### src/rtl/audio_input.sv
// rtl/audio_input.sv - stereo 1-bit delta-sigma decimator feeding a 32-bit word FIFO
// Optional macro AUDIO_INPUT_SYNC_EN inserts a two-flop synchronizer on ext_audio_r/ext_audio_l.
module audio_input #(
  parameter int DECIMATION_LOG2    = 8,
  parameter int FIFO_DEPTH_IN_BITS = 4
) (
  input  logic                        clk,
  input  logic                        reset,
  input  logic                        enable,
  input  logic                        ext_audio_r,
  input  logic                        ext_audio_l,
  input  logic                        req_toggle,
  output logic [31:0]                 data,
  output logic                        empty,
  output logic [FIFO_DEPTH_IN_BITS:0] level,
  output logic                        overrun,
  input  logic                        overrun_clear
);

  localparam int DEPTH = 1 << FIFO_DEPTH_IN_BITS;
  localparam int SHIFT = 16 - DECIMATION_LOG2;
  localparam logic [FIFO_DEPTH_IN_BITS:0] FULL_LEVEL = {1'b1, {FIFO_DEPTH_IN_BITS{1'b0}}};
  localparam logic [FIFO_DEPTH_IN_BITS:0] LEVEL_ONE = (FIFO_DEPTH_IN_BITS+1)'(1);
  localparam logic [FIFO_DEPTH_IN_BITS-1:0] PTR_ONE = FIFO_DEPTH_IN_BITS'(1);
  localparam logic [DECIMATION_LOG2-1:0] PHASE_ONE = DECIMATION_LOG2'(1);

  logic src_r, src_l;
  logic in_r, in_l;

`ifdef AUDIO_INPUT_SYNC_EN
  logic [1:0] sync_r, sync_l;

  // Two-stage synchronizer ahead of the input register for asynchronous sources
  always_ff @(posedge clk) begin
    if (!reset) begin
      sync_r <= 2'b00;
      sync_l <= 2'b00;
    end else begin
      sync_r <= {sync_r[0], ext_audio_r};
      sync_l <= {sync_l[0], ext_audio_l};
    end
  end

  assign src_r = sync_r[1];
  assign src_l = sync_l[1];
`else
  assign src_r = ext_audio_r;
  assign src_l = ext_audio_l;
`endif

  // Input register: only these bits feed the accumulators
  always_ff @(posedge clk) begin
    if (!reset) begin
      in_r <= 1'b0;
      in_l <= 1'b0;
    end else begin
      in_r <= src_r;
      in_l <= src_l;
    end
  end

  logic [DECIMATION_LOG2-1:0] phase;
  logic [DECIMATION_LOG2:0]   acc_r, acc_l;
  logic [DECIMATION_LOG2:0]   sum_r, sum_l;
  logic                       window_end;
  logic                       push;
  logic [31:0]                push_word;

  // The running sum including this cycle's bit; at window end this is the full count
  assign sum_r      = acc_r + (DECIMATION_LOG2+1)'(in_r);
  assign sum_l      = acc_l + (DECIMATION_LOG2+1)'(in_l);
  assign window_end = enable && (&phase);

  // Scale a window count to 16-bit PCM; a count of N lands on 0x10000 and is clipped
  function automatic logic [15:0] scale(input logic [DECIMATION_LOG2:0] s);
    logic [31:0] wide;
    wide = 32'(s) << SHIFT;
    return (wide > 32'h0000_FFFF) ? 16'hFFFF : wide[15:0];
  endfunction

  // Decimator: phase counter, accumulators, and the one-cycle-delayed push request
  always_ff @(posedge clk) begin
    if (!reset) begin
      phase     <= '0;
      acc_r     <= '0;
      acc_l     <= '0;
      push      <= 1'b0;
      push_word <= '0;
    end else begin
      push <= window_end;
      if (window_end) begin
        push_word <= {scale(sum_r), scale(sum_l)};
      end
      if (!enable || window_end) begin
        phase <= '0;
        acc_r <= '0;
        acc_l <= '0;
      end else begin
        phase <= phase + PHASE_ONE;
        acc_r <= sum_r;
        acc_l <= sum_l;
      end
    end
  end

  logic [31:0]                   mem [DEPTH];
  logic [FIFO_DEPTH_IN_BITS-1:0] wr_ptr, rd_ptr;
  logic [FIFO_DEPTH_IN_BITS:0]   level_next;
  logic                          toggle, toggle_prev;
  logic                          full, pop, accept, drop;

  // A full FIFO still accepts a push when a pop frees a slot on the same edge
  assign full   = (level == FULL_LEVEL);
  assign pop    = (toggle != toggle_prev) && !empty;
  assign accept = push && (!full || pop);
  assign drop   = push && full && !pop;

  // Next word count from the push/pop combination
  always_comb begin
    level_next = level;
    if (accept && !pop) begin
      level_next = level + LEVEL_ONE;
    end else if (pop && !accept) begin
      level_next = level - LEVEL_ONE;
    end
  end

  // FIFO storage write
  always_ff @(posedge clk) begin
    if (reset && accept) begin
      mem[wr_ptr] <= push_word;
    end
  end

  // FIFO pointers, status flags, read request edge detect and output word
  always_ff @(posedge clk) begin
    if (!reset) begin
      wr_ptr      <= '0;
      rd_ptr      <= '0;
      level       <= '0;
      empty       <= 1'b1;
      data        <= '0;
      overrun     <= 1'b0;
      toggle      <= 1'b0;
      toggle_prev <= 1'b0;
    end else begin
      toggle      <= req_toggle;
      toggle_prev <= toggle;
      if (accept) begin
        wr_ptr <= wr_ptr + PTR_ONE;
      end
      if (pop) begin
        rd_ptr <= rd_ptr + PTR_ONE;
        data   <= mem[rd_ptr];
      end
      level <= level_next;
      empty <= (level_next == '0);
      if (drop) begin
        overrun <= 1'b1;
      end else if (overrun_clear) begin
        overrun <= 1'b0;
      end
    end
  end

endmodule

### config.mk
export PLATFORM = sky130hd
export DESIGN_NAME = audio_input
export DESIGN_NICKNAME = d
export VERILOG_FILES = /design/src/rtl/audio_input.sv
export SDC_FILE = /design/constraint.sdc
export NUM_CORES = 1
export LEC_CHECK = 0
export CORE_ASPECT_RATIO = 2
export CORE_MARGIN = 1.5
export CORE_UTILIZATION = 65
export DETAILED_ROUTE_END_ITERATION = 12
export HOLD_SLACK_MARGIN = 0.1
export PLACE_DENSITY = 0.85
export SETUP_SLACK_MARGIN = 0.1
export SYNTH_ARGS = -nofsm -noshare
export SYNTH_HDL_FRONTEND = slang
export SYNTH_SLANG_ARGS = --single-unit
### constraint.sdc
create_clock -name clk -period 4.31 [get_ports clk]
set_clock_uncertainty 0.1 [all_clocks]
set_input_delay 0.6465 -clock clk [delete_from_list [all_inputs] [get_ports clk]]
set_output_delay 0.6465 -clock clk [all_outputs]
set_load 0.02 [all_outputs]
==> results.ini <==
[clock_tree]
worst_skew_pair.late_latency_ns = 0.57
post_cts_buffers = 0
clockBufferDepth = 3
cts_tree = done
clock_sinks = 370
cts_buffers = 29
htreeDepth = 1
root_buffer = clkbuf_16
path_clk_slew_ns = 0.07
cts_resized = 0
cts_hold_buf = 0

[final_layout]
n_antenna_cell = 0
finalInstanceArea_sq_mm = 0.0159
drive_above_1_share_pct = 18.6
final_nets = 868
fin_cells = 1145
area_growth_pct = 11.4
n_fill_cell = 1213
final_cell_mix = edfxtp_1 (288), dfxtp_1 (80), mux4_2 (70), nor2_1 (54), clkdlybuf4s50_1 (44)
final_common_cell = edfxtp_1

[synth]
synth_cell_type_count = 50
syn_inst = 808
synthFlopType = edfxtp_1
seq_area_frac_synth_pct = 72.3
synth_nets = 827
syn_area_per_cell_sq_um = 17.6
ys_warn_count = 0
ys_ff_latch = 370
synth_area_sq_mm = 0.0142
synth_edf_count = 288
synthArstFlopShare_pct = 0

[power_and_ir_drop]
p_leak_nw = 4.45
vdd_drop_max_v = 0.000452
power.density_mw_per_mm2 = 422

[grt]
grt_max_degree = 42
grt_pass1_vias = 7971
antenna_found_initial = 0
grt_use_total_pct = 30.5
global_route.overflow_total = 0
grt_pass1_wl_mm = 49.3

[place]
dp.final_hpwl_mm = 20.4
placed_area_sq_mm = 0.0149
placed_cells = 1091
pre_cts_slack_ns = 1.56
io_buffers = 45
place.gp.congestion = 0.906

[setup_path]
critPathKind = flop to flop
arrival_ns = 3.03
crit_fanout = 18
cp-start-kind = flop
cp.required_ns = 4.45
end_kind = flop

[floorplanning]
dieArea_sq_mm = 0.0228
die_h_microns = 212
dieWidth_microns = 108
rows = 76
ios = 46
fp.coreArea_sq_mm = 0.0215
start_util_pct = 66.2

[status]
status = completed

[sta]
worst_pin_slew_ns = 1.25
rsz0062_at_grt = no
worst_slack_ns = 1.41
hold_viol_final = 0
drv_slew = 0
setup_tns_ns = 0
finalCritPeriodShare_pct = 67.2
setup_viol = 0
fmax_mhz = 345
slew_headroom_pct = 16.7
layout_min_cycle_time_ns = 2.90

[route]
drtPass1Iterations = 6
vias = 7645
post_drt_wl_per_cell_microns = 28.7
postRouteWirelength_mm = 32.9
drc_errors = 0
drtIter0Drc = 881
ant_nets = 0
viasPerCell = 6.68

[min_path]
hp-class = flop to flop

[job]
cap_violations = 0

-- path summary, 6_finish.rpt --
kind / startpoint / end / slack [ns] / depth (start not counted)
worst min-delay path: phase[0]$_SDFF_PP0_ / phase[0]$_SDFF_PP0_ / 0.38 / 1
worst min register to register: phase[0]$_SDFF_PP0_ / phase[0]$_SDFF_PP0_ / 0.38 / 1
worst max-delay path: level[0]$_SDFF_PN0_ / mem[1][10]$_DFFE_PP_ / 1.41 / 8
worst max register to register: level[0]$_SDFF_PN0_ / mem[1][10]$_DFFE_PP_ / 1.41 / 8
-- sequential cells by signal, summed over array words and instances (netlist names), 4 cells and up --
name,cells
acc_l,9
mem,288
wr_ptr,4
push_word,18
level,5
rd_ptr,4
acc_r,9
phase,8
data,18
-- layout make-up --
class	instances	area, sq um	share of cell area, %
Multi-Input combinational cell	371	3560	22.5
Clock inverter	20	255	1.61
Sequential cell	370	10300	64.9
Clock buffer	34	744	4.69
Timing Repair Buffer	67	623	3.93
Tap cell	273	342	2.15
Inverter	10	37.5	0.237
-- metrics by stage --
step	util [%]	total power [mW]	hold slack, ns
4_1_cts	73.8	6.73	0.380
6_report	73.8	6.69	0.376
3_3_place_gp	69.1	3.96	0.337
2_1_floorplan	-	3.94	0.330
5_1_grt	73.8	6.85	0.400
3_5_place_dp	69.1	3.97	0.365
-- worst max-delay path, cell delays in order (launching register included) --
cell	delay [ns]
dfxtp_1	0.52
inv_1	0.16
ha_1	0.26
nor3b_2	0.18
nand2_1	0.20
o21a_1	0.37
nand2_1	0.21
nor2_1	0.23
buf_4	0.32
-- logic make-up after synthesis --
logic type / Yosys count / share of synthesized area [%]
flip-flops: 370 / 72.3
AND/OR/NAND/NOR: 149 / 5.06
AO/OA/AOI/OAI: 106 / 5.46
multiplexers: 73 / 11.5
buffers and inverters: 67 / 2.70
XOR/XNOR: 31 / 1.91
adder cells (fa/ha/maj): 12 / 1.06
-- cell usage after synthesis, types with 2 or more instances --
cell	instances	area share [%]
edfxtp_1	288	61
dfxtp_1	82	12
mux4_2	70	11
nor2_1	55	1.5
nand3_1	37	1.3
o21ai_1	26	0.91
a21oi_1	20	0.70
buf_2	20	0.70
and2_1	19	0.84
a22o_1	18	1.1
nand2_1	17	0.45
xnor2_1	17	1.0
buf_4	15	0.79
clkbuf_1	14	0.37
o21ai_0	14	0.49
xor2_1	14	0.86
a221oi_2	13	1.4
ha_1	12	1.1
inv_1	10	0.26
a221oi_1	5	0.31
nor2b_1	4	0.18
buf_6	3	0.24
and3_1	2	0.088
buf_1	2	0.053
mux4_1	2	0.37
nand3b_1	2	0.11
nand4_1	2	0.088
nor3_1	2	0.070
o22ai_1	2	0.088
-- power breakdown --
group | switching [mW] | total (mW) | internal [mW]
registers | 0.0122 | 3.81 | 3.79
logic | 0.0472 | 0.0829 | 0.0357
clock network | 1.20 | 2.80 | 1.60
-- per-layer routing --
| metal | global-route usage (%) | part of all wire [%] | vias up |
|---|---|---|---|
| met4 | 17.1 | 5.9 | 0 |
| met5 | 0 | 0 | - |
| met1 | 34.9 | 32 | 3861 |
| li1 | - | - | 3220 |
| met3 | 4.57 | 7.5 | 97 |
| met2 | 54.1 | 54 | 467 |
(Power assumes the default switching activity.)
